## config.mk

```make
export PLATFORM = sky130hd
export DESIGN_NAME = pipe_muldiv_ctrl
export DESIGN_NICKNAME = d
export VERILOG_FILES = /design/src/rtl/pipe_muldiv_ctrl_pkg.sv /design/src/rtl/pipe_muldiv_ctrl_md_step.sv /design/src/rtl/pipe_muldiv_ctrl.sv
export SDC_FILE = /design/constraint.sdc
export NUM_CORES = 1
export LEC_CHECK = 0
export CAP_MARGIN = 10
export CELL_PAD_IN_SITES_DETAIL_PLACEMENT = 1
export CELL_PAD_IN_SITES_GLOBAL_PLACEMENT = 2
export CORE_AREA = 5 5 157 309
export CTS_CLUSTER_DIAMETER = 80
export DETAILED_ROUTE_END_ITERATION = 10
export DIE_AREA = 0 0 162 314
export PLACE_DENSITY = 0.94
export SLEW_MARGIN = 20
export SYNTH_ARGS = -nofsm -noshare
export SYNTH_HDL_FRONTEND = slang
export SYNTH_SLANG_ARGS = --single-unit
```

## constraint.sdc

```tcl
create_clock -name clock -period 5.6 [get_ports clock]
set_input_delay 1.12 -clock clock [delete_from_list [all_inputs] [get_ports clock]]
set_output_delay 1.12 -clock clock [all_outputs]
set_load 0.03 [all_outputs]
```

## src/rtl/pipe_muldiv_ctrl_pkg.sv

```systemverilog
// Shared op codes, FSM states and op-decoding helpers for the iterative mul/div sequencer.
package pipe_muldiv_ctrl_pkg;

   typedef enum logic [1:0] {
      MD_MULT  = 2'b00,
      MD_MULTU = 2'b01,
      MD_DIV   = 2'b10,
      MD_DIVU  = 2'b11
   } md_op_e;

   typedef enum logic [1:0] {
      MDS_IDLE = 2'b00,
      MDS_MUL  = 2'b01,
      MDS_DIV  = 2'b10,
      MDS_FIX  = 2'b11
   } md_state_e;

   function automatic logic op_is_div(input md_op_e op);
      return op[1];
   endfunction

   function automatic logic op_is_signed(input md_op_e op);
      return ~op[0];
   endfunction

endpackage

```

## src/rtl/pipe_muldiv_ctrl_md_step.sv

```systemverilog
// One iteration of the shared datapath: shift-add for multiply, restoring shift-subtract for divide.
module pipe_muldiv_ctrl_md_step
   import pipe_muldiv_ctrl_pkg::*;
#(
   parameter int WIDTH = 32
) (
   input  md_op_e             op,
   input  logic [2*WIDTH-1:0] acc,
   input  logic [WIDTH-1:0]   operand,
   output logic [2*WIDTH-1:0] next_acc
);

   logic [WIDTH:0]   sum;
   logic [WIDTH:0]   shifted;
   logic [WIDTH-1:0] diff;
   logic             ge;

   // Multiply keeps {partial product, remaining multiplier}; divide keeps {remainder, dividend/quotient}.
   always_comb begin
      sum      = {1'b0, acc[2*WIDTH-1:WIDTH]} + (acc[0] ? {1'b0, operand} : '0);
      shifted  = {acc[2*WIDTH-1:WIDTH], acc[WIDTH-1]};
      ge       = (shifted >= {1'b0, operand});
      diff     = shifted[WIDTH-1:0] - operand;
      next_acc = '0;
      if (op_is_div(op))
         next_acc = {(ge ? diff : shifted[WIDTH-1:0]), acc[WIDTH-2:0], ge};
      else
         next_acc = {sum, acc[WIDTH-1:1]};
   end

endmodule

```

## src/rtl/pipe_muldiv_ctrl.sv

```systemverilog
// HI/LO owner and sequencer for the iterative mul/div unit at EXE, including pipeline stall generation.
module pipe_muldiv_ctrl
   import pipe_muldiv_ctrl_pkg::*;
#(
   parameter int WIDTH = 32
) (
   input  logic             clock,
   input  logic             resetn,
   input  logic             EXE_md_start,
   input  logic [1:0]       EXE_md_op,
   input  logic [WIDTH-1:0] EXE_a,
   input  logic [WIDTH-1:0] EXE_b,
   input  logic             EXE_mthi,
   input  logic             EXE_mtlo,
   input  logic             EXE_mfhi,
   input  logic             EXE_mflo,
   input  logic             EXE_flush,
   input  logic             md_cancel,
   output logic             md_stall,
   output logic             md_busy,
   output logic [WIDTH-1:0] EXE_hilo,
   output logic [WIDTH-1:0] hi,
   output logic [WIDTH-1:0] lo
);

   localparam int CW = $clog2(WIDTH);
   localparam logic [CW-1:0] LAST = CW'(WIDTH - 1);

   md_state_e          state;
   md_op_e             op;
   logic [CW-1:0]      count;
   logic [2*WIDTH-1:0] acc;
   logic [2*WIDTH-1:0] step_acc;
   logic [WIDTH-1:0]   operand;
   logic               sign_a;
   logic               sign_b;
   logic               div_zero;

   md_op_e             new_op;
   logic               new_a_neg;
   logic               new_b_neg;
   logic [WIDTH-1:0]   abs_a;
   logic [WIDTH-1:0]   abs_b;
   logic               b_zero;
   logic               req_start;
   logic               req_mthi;
   logic               req_mtlo;
   logic [2*WIDTH-1:0] product;
   logic [WIDTH-1:0]   quot_fix;
   logic [WIDTH-1:0]   rem_fix;

   assign md_busy   = (state != MDS_IDLE);
   assign md_stall  = md_busy & (EXE_md_start | EXE_mthi | EXE_mtlo | EXE_mfhi | EXE_mflo) & ~EXE_flush;
   assign req_start = EXE_md_start & ~EXE_flush & ~md_stall;
   assign req_mthi  = EXE_mthi & ~EXE_flush & ~md_stall;
   assign req_mtlo  = EXE_mtlo & ~EXE_flush & ~md_stall;
   assign EXE_hilo  = EXE_mfhi ? hi : lo;

   pipe_muldiv_ctrl_md_step #(.WIDTH(WIDTH)) u_step (
      .op       (op),
      .acc      (acc),
      .operand  (operand),
      .next_acc (step_acc)
   );

   // Operand magnitudes at issue and sign-corrected results at FIX.
   always_comb begin
      new_op    = md_op_e'(EXE_md_op);
      new_a_neg = op_is_signed(new_op) & EXE_a[WIDTH-1];
      new_b_neg = op_is_signed(new_op) & EXE_b[WIDTH-1];
      abs_a     = new_a_neg ? -EXE_a : EXE_a;
      abs_b     = new_b_neg ? -EXE_b : EXE_b;
      b_zero    = (EXE_b == '0);
      product   = (sign_a ^ sign_b) ? -acc : acc;
      quot_fix  = (sign_a ^ sign_b) ? -acc[WIDTH-1:0] : acc[WIDTH-1:0];
      rem_fix   = sign_a ? -acc[2*WIDTH-1:WIDTH] : acc[2*WIDTH-1:WIDTH];
   end

   // Cancel wins over everything so an aborted op never touches HI/LO.
   always_ff @(posedge clock or negedge resetn) begin
      if (!resetn) begin
         state    <= MDS_IDLE;
         op       <= MD_MULT;
         count    <= '0;
         acc      <= '0;
         operand  <= '0;
         sign_a   <= 1'b0;
         sign_b   <= 1'b0;
         div_zero <= 1'b0;
         hi       <= '0;
         lo       <= '0;
      end else if (md_cancel) begin
         state <= MDS_IDLE;
         count <= '0;
      end else begin
         case (state)
            MDS_IDLE: begin
               if (req_start) begin
                  op       <= new_op;
                  sign_a   <= new_a_neg;
                  sign_b   <= new_b_neg;
                  count    <= LAST;
                  div_zero <= op_is_div(new_op) & b_zero;
                  if (op_is_div(new_op)) begin
                     operand <= abs_b;
                     acc     <= {{WIDTH{1'b0}}, (b_zero ? EXE_a : abs_a)};
                     state   <= b_zero ? MDS_FIX : MDS_DIV;
                  end else begin
                     operand <= abs_a;
                     acc     <= {{WIDTH{1'b0}}, abs_b};
                     state   <= MDS_MUL;
                  end
               end else if (req_mthi) begin
                  hi <= EXE_a;
               end else if (req_mtlo) begin
                  lo <= EXE_a;
               end
            end
            MDS_MUL, MDS_DIV: begin
               acc <= step_acc;
               if (count == '0)
                  state <= MDS_FIX;
               else
                  count <= count - 1'b1;
            end
            MDS_FIX: begin
               if (!op_is_div(op)) begin
                  hi <= product[2*WIDTH-1:WIDTH];
                  lo <= product[WIDTH-1:0];
               end else if (div_zero) begin
                  hi <= acc[WIDTH-1:0];
                  lo <= {WIDTH{1'b1}};
               end else begin
                  hi <= rem_fix;
                  lo <= quot_fix;
               end
               state <= MDS_IDLE;
            end
            default: state <= MDS_IDLE;
         endcase
      end
   end

endmodule
```

==> results.toml <==
[clock_network]
numCtsBuffers = 17
cts_tree = "yes"
cts_setup_buffers = 0
cts.clk_slew.worst_paths_ps = 80
postCtsResizedCells = 0
clock_sinks = 171
h-tree-depth = 4
clockBufferDepth = 2
cts-root-buf = "clkbuf_16"
hold_buffers = 0
clock_latency_ps = 480

[run_status]
outcome = "finished clean"

[worst_setup_path]
required_ps = 5950
end_kind = "flip-flop"
crit_family = "compound AO/OA/AOI/OAI gates"
r2r-end = "acc[61]$_DFFE_PN0P_"
slowest_stage = "a41oi_1"
rr_startpoint = "acc[0]$_DFFE_PN0P_"
worst-setup-path-type = "flip-flop to flip-flop"
r2r_slack_ps = 1070
cp_cell_sequence = "clkinv_1 -> buf_4 -> nor2_1 -> ha_1 -> a21o_1 -> a221o_1 -> a31oi_1 -> nand2_1 -> a41oi_1 -> nor4_1 -> o21ai_1 -> a21oi_1 -> xnor2_1 -> o211ai_1"
arrival_ps = 4880
rr_worst_depth = 14
crit_fanout = 25
crit_buf_inv = 2
crit_path_start_kind = "flip-flop"
slowest_delay_ps = 570

[timing]
rsz0062_at_grt = "no"
relSlewSlack = 0.2649
period_share = 0.8092
hold_viol = 0
skew_ps = 16.44
worst_slew_pin_slew_ps = 1099
maxSlewViolCount = 0
setup_viol = 0
clock.fmax_mhz = 220.7
fin_tns_setup_ps = 0
fin_crit_ps = 4531

[global_route]
grt_max_degree = 93
antenna_found_initial = 0
grt_first_pass_wirelength_mm = 116.9
grt_pass1_vias = 19071
grt_overflow = 0
grt_usage = 0.3001

[hold_path]
hold_path_depth = 2
min_path_type = "flip-flop to flip-flop"
min_to = "lo[14]$_DFFE_PN0P_"
worstHoldStart = "lo[14]$_DFFE_PN0P_"

[synthesis]
synth-edff-count = 0
synthTopCellsByCount = "251 x nand2_1, 193 x nor2_1, 171 x a21oi_1, 171 x dfrtp_1, 157 x o21ai_0"
synth_area_um2 = 16710
syn-instance-count = 2215
synth.net_count = 2364
ys_types = 81
yosysWarnings = 0
post-synth-top-count-cell = "nand2_1"
avgSynthCellArea_um2 = 7.545
synthTopCellsByArea = "dfrtp_1 26%, xnor2_1 5.8%, nand2_1 5.6%, ha_1 5.4%, a21oi_1 5.1%"
synth_seq_cells = 171
async_flop_share = 1.000
synth_ff_type = "dfrtp_1"
synth_top_area_share = 0.2560
synth-seq-area-share = 0.2560
synth_top_area_cell = "dfrtp_1"

[final_layout]
multi_input_comb_area_um2 = 11540
final_nets = 2423
drive_above_1_share = 0.06734
n_fill_cell = 5587
seq_area_um2 = 4283
finalNonFillerCells = 2852
diodes = 0
areaGrowthSynthToFinish_pct = 16.41

[floorplan]
dieWidth_um = 162
initial_utilization = 0.3646
dieArea_um2 = 50870
ios = 173
core_um2 = 45830
rows = 111
die_h_um = 314

[placed_design]
io_buffer_count = 172
gp_congestion = 0.9794
post-place-cells = 2820
dpl.hpwl_mm = 61.61

[detailed_routing]
first_iter_violations = 1217
topRoutingLayerUsed = "met4"
wl_per_cell_um = 27.29
viasPerCell = 6.297
ant_nets = 0
drc_errors = 0
met3WireLength_mm = 3.742
drt-pass1-iter-count = 5
met2_length_mm = 41.27
wl_met1_mm = 26.27
vias = 17959
wirelength_mm = 77.82

[power]
peakVddDrop_v = 0.0002805
pwr_density_cell_nw_per_um2 = 556.9
p_leak_nw = 8.075
p_total_mw = 10.83

[flow_run]
cap_viol_max_count = 0
metal layers:
layer | global-route usage | up-vias
met5 | 0 | -
met4 | 0.2176 | 0
met3 | 0.04481 | 288
met2 | 0.5619 | 698
met1 | 0.2948 | 8887
li1 | - | 8086
where the power goes:
| group | switching (mW) | internal, mW | leakage (nW) |
|---|---|---|---|
| clock | 0.600 | 0.764 | 0.310 |
| combinational | 4.18 | 2.64 | 5.62 |
| sequential | 0.923 | 1.72 | 2.15 |
| total | 5.70 | 5.13 | 8.07 |
final cells by class:
cell class	count	share of cell area
flip-flops and latches	171	0.2201
clock inverters	13	0.009711
repair buffers	212	0.1044
inverters	71	0.01370
well taps	565	0.03634
multi-input cells	1801	0.5930
clock buffers	19	0.02277
cell families after synthesis:
group,Yosys count,share of synthesized area
adder cells (fa/ha/maj),74,0.05630
AO/OA/AOI/OAI,731,0.2699
multiplexers,96,0.06177
buffers and inverters,243,0.05690
XOR/XNOR,191,0.1001
flip-flops,171,0.2560
AND/OR/NAND/NOR,709,0.1990
cells in the final DEF (no fill, tap or decap), types with 41 or more instances in the layout:
cell,n
o21ai_0,157
xnor2_1,110
o21ai_1,91
dfrtp_1,170
xor2_1,79
a21oi_1,170
nor3_1,52
clkdlybuf4s50_1,170
inv_1,70
mux2_2,49
nor2_1,191
nand2_1,251
o211ai_1,51
ha_1,71
o22ai_1,41
state kept, by name, indices dropped and copies added, names as in the netlist:
signal / count
acc: 64
hi: 32
lo: 32
operand: 32
count: 5
state: 2
div_zero: 1
op: 1
sign_a: 1
sign_b: 1
worst register-to-register path, delay by kind of cell (launching register included):
kind	cells	cell delay [ps]
compound gates	7	2090
xor+xnor	1	280
fa+ha+maj	1	360
buf+inv	2	770
flops	1	550
simple gates	3	390
metrics by stage:
step	hold WS, ps	util	setup slack [ps]	area [um2]
after floorplan	449.8	-	2050	16710
after global placement	469.1	0.4106	962.9	18820
after detailed placement	480.4	0.4106	891.9	18820
after CTS	507.2	0.4244	1148	19450
after global routing	531.5	0.4245	957.7	19450
final	504.5	0.4245	1069	19450
worst max path at each step:
stage | start | end | slack, ps | cells past startpoint
finish | acc[0]$_DFFE_PN0P_ | acc[61]$_DFFE_PN0P_ | 1070 | 14
floorplan | EXE_b[8] | acc[23]$_DFFE_PN0P_ | 2050 | 10
global placement | EXE_b[7] | acc[23]$_DFFE_PN0P_ | 960 | 12
detailed placement | EXE_b[7] | acc[23]$_DFFE_PN0P_ | 890 | 12
global route | acc[0]$_DFFE_PN0P_ | acc[61]$_DFFE_PN0P_ | 960 | 14
CTS | acc[0]$_DFFE_PN0P_ | acc[61]$_DFFE_PN0P_ | 1150 | 14
Note: power is estimated with default switching activity, not from simulation.
==> variant (same settings) <==
Encoding of `md_state_e`: now one-hot (4 bits for 4 states).
--- a/src/rtl/pipe_muldiv_ctrl_pkg.sv
+++ b/src/rtl/pipe_muldiv_ctrl_pkg.sv
@@ -8,11 +8,11 @@
       MD_DIVU  = 2'b11
    } md_op_e;
 
-   typedef enum logic [1:0] {
-      MDS_IDLE = 2'b00,
-      MDS_MUL  = 2'b01,
-      MDS_DIV  = 2'b10,
-      MDS_FIX  = 2'b11
+   typedef enum logic [3:0] {
+      MDS_IDLE = 4'b0001,
+      MDS_MUL  = 4'b0010,
+      MDS_DIV  = 4'b0100,
+      MDS_FIX  = 4'b1000
    } md_state_e;
 
    function automatic logic op_is_div(input md_op_e op);
Function: same outputs for any inputs over 4 cycles, from zero or initial values and one cycle with resetn low; so few cycles prove little.
==> variant against the original RTL <==
- area after synthesis up 1.3%
- synthesized cell count up 3.3%
- design area up 1.6%
- fmax down 1.3%
- wire length up 5.4%
- global-route usage up 1.5 points
- worst setup slack worse by 0.059 ns
- final cell count up 2.9%
- sequential cell count up 2
- clock skew about the same
Power is not compared: it rests on default switching activity, and its combinational part moved more than twofold at a synthesized area within 25%.
==> variant: results (changes against the original RTL) <==
** Synthesis
- Distinct cells, synth :: 85 (+4.9%)
- Sequential cell area fraction in the yosys report :: 25.6% (about the same)
- Synth Area in Adders :: 5.41% (-0.22 points)
- By area the synthesized netlist is led by dfrtp_1 (25%), a21oi_1 (6.8%), o21ai_0 (6.7%).
- The share of the synthesized area in compound gates (AO/OA/AOI/OAI) was 26.1% (-0.84 points).
- Among all flip-flop cells after synthesis, the most frequent one is dfrtp_1.
- The post-synthesis xor/xnor area fraction was 10.1% (+0.14 points).
- Mux contribution to synthesized area :: 6.74% (+0.56 points)
- The total nets after synthesis came to 2434 (+3.0%).
- The total of warnings raised by yosys was 0 (unchanged).
- The commonest cells after synthesis are nor2_1 (262), nand2_1 (244), a21oi_1 (231).

** Routing
- The count of routing violations after the opening detailed-route iteration came to 1226 (+0.74%).
- The vias per cell was 6.29 (-0.14%).
- The final wirelength came to 82000 um (+5.4%).
- The number of detailed-route iterations in the first pass was 5 (unchanged).

** Power
- IR analysis of the VDD net gives a maximum drop of around 0.00025 V.
- Proportion of total power due to net switching :: around 46%
- Static power due to leakage :: ~0.0084 uW

** Worst setup path
- The delay contributed by the slowest stage of the critical path came to 0.73 ns (+0.16 ns).
- Cell with the largest stage delay on the worst path :: a41oi_1
- The arrival time of the worst setup path is 4.93 ns (+0.05 ns).
- The maximum fanout encountered on the critical timing path is 14 (-44%).
- In this design, the largest share of critical-path delay is due to compound AO/OA/AOI/OAI gates.

** Placed design
- The final estimated routing congestion in global placement is 0.996 (+1.7%).
- The number of input and output port buffers inserted was 172 (unchanged).
- HPWL Detailed :: 64400 um (+4.5%)
- Placed Area :: 19100 um2 (+1.7%)

** Final layout
- The final design instance area without fill is 19800 um2 (+1.6%).
- The fraction of final layout cells sized beyond drive strength 1 is 7.34% (+0.61 points).
- The number of flip-flops in the largest register was 64 (unchanged).
- The count of nets after finishing came to 2504 (+3.3%).
- Top register by number of flip-flops :: acc
- The number of filler cells placed in the layout was 5674 (+1.6%).

** Run status
- Outcome :: finished, final reports clean

** Global route
- The initial antenna violation count came to 1 (+1).
- The number of global-route vias before repair is 19700 (+3.5%).
- Overall fraction of global-route tracks in use :: 31.5% (+1.5 points)
- The largest net degree at the start of global routing came to 104 (+12%).
- The wire length of the first global-routing pass came to 121000 um (+3.6%).

** STA
- The worst relative slew slack was 31.7% (+5.2 points).
- Clock tree skew after final layout :: 0.0169 ns (+0.000475 ns)

** CTS
- The clock latency on the worst-skew pair is 0.48 ns (about the same).
- Clk slew on worst S/H paths :: 0.08 ns (about the same)
- The post-cts sizing count is 0 (unchanged).
- The total number of H-tree levels was 4 (unchanged).
- The number of setup buffers added after CTS is 0 (unchanged).
- CTS placed an instance of clkbuf_16 at the clock tree root.

** Worst hold path
- The tightest min-delay check is of the register to register type.
variant: per-stage QoR:
stage	setup WS (ns)	instances	power (uW)
6_report	1.01	2936	6000
2_1_floorplan	2.10	2287	3460
3_3_place_gp	1.02	2903	4540
5_1_grt	0.880	2935	6250
4_1_cts	1.08	2935	5980
3_5_place_dp	0.865	2903	4610
variant: cell families after synthesis:
| family | Yosys count |
|---|---|
| xor+xnor | 196 |
| flops | 173 |
| simple gates | 751 |
| fa+ha+maj | 72 |
| buf+inv | 248 |
| mux | 109 |
| compound gates | 738 |
variant: power groups by stage:
stage | logic (uW) | registers (uW) | clock network [uW]
finish | 2810 | 1850 | 1350
global route | 2990 | 1860 | 1400
CTS | 2780 | 1830 | 1360
detailed placement | 2760 | 1860 | 0
global placement | 2700 | 1840 | 0
floorplan | 1620 | 1840 | 0
variant: layout make-up:
cell class | count | share of cell area [%]
clock inverters | 13 | 0.886
diodes | 1 | 0.0127
clock buffers | 19 | 2.29
inverters | 69 | 1.31
multi-input cells | 1866 | 59.0
flip-flops and latches | 173 | 21.9
well taps | 565 | 3.57
repair buffers | 230 | 11.0
variant: final timing paths:
check	from	endpoint	slack, ns	cells past startpoint
min reg2reg	operand[2]	operand[2]	0.48	2
min in group asynchronous	resetn	acc[63]	0.67	1
max reg2reg	acc[0]	acc[51]	1.01	13
min	operand[2]	operand[2]	0.48	2
max in group asynchronous	resetn	acc[8]	3.74	2
max	acc[0]	acc[51]	1.01	13
variant: routing by layer:
| metal | track usage (%) | wire, um | up-vias | part of all wire [%] |
|---|---|---|---|---|
| met4 | 31.9 | 10200 | 0 | 12 |
| met5 | 0 | 0 | - | 0 |
| met2 | 57.0 | 42300 | 714 | 52 |
| met1 | 28.9 | 26300 | 9102 | 32 |
| li1 | - | - | 8265 | - |
| met3 | 4.61 | 3320 | 381 | 4.0 |
variant: tightest hold or removal path: stages, from the launching register on:
cell     delay (ns)
dfrtp_1        0.34
nand2_1        0.05
o21ai_0        0.06
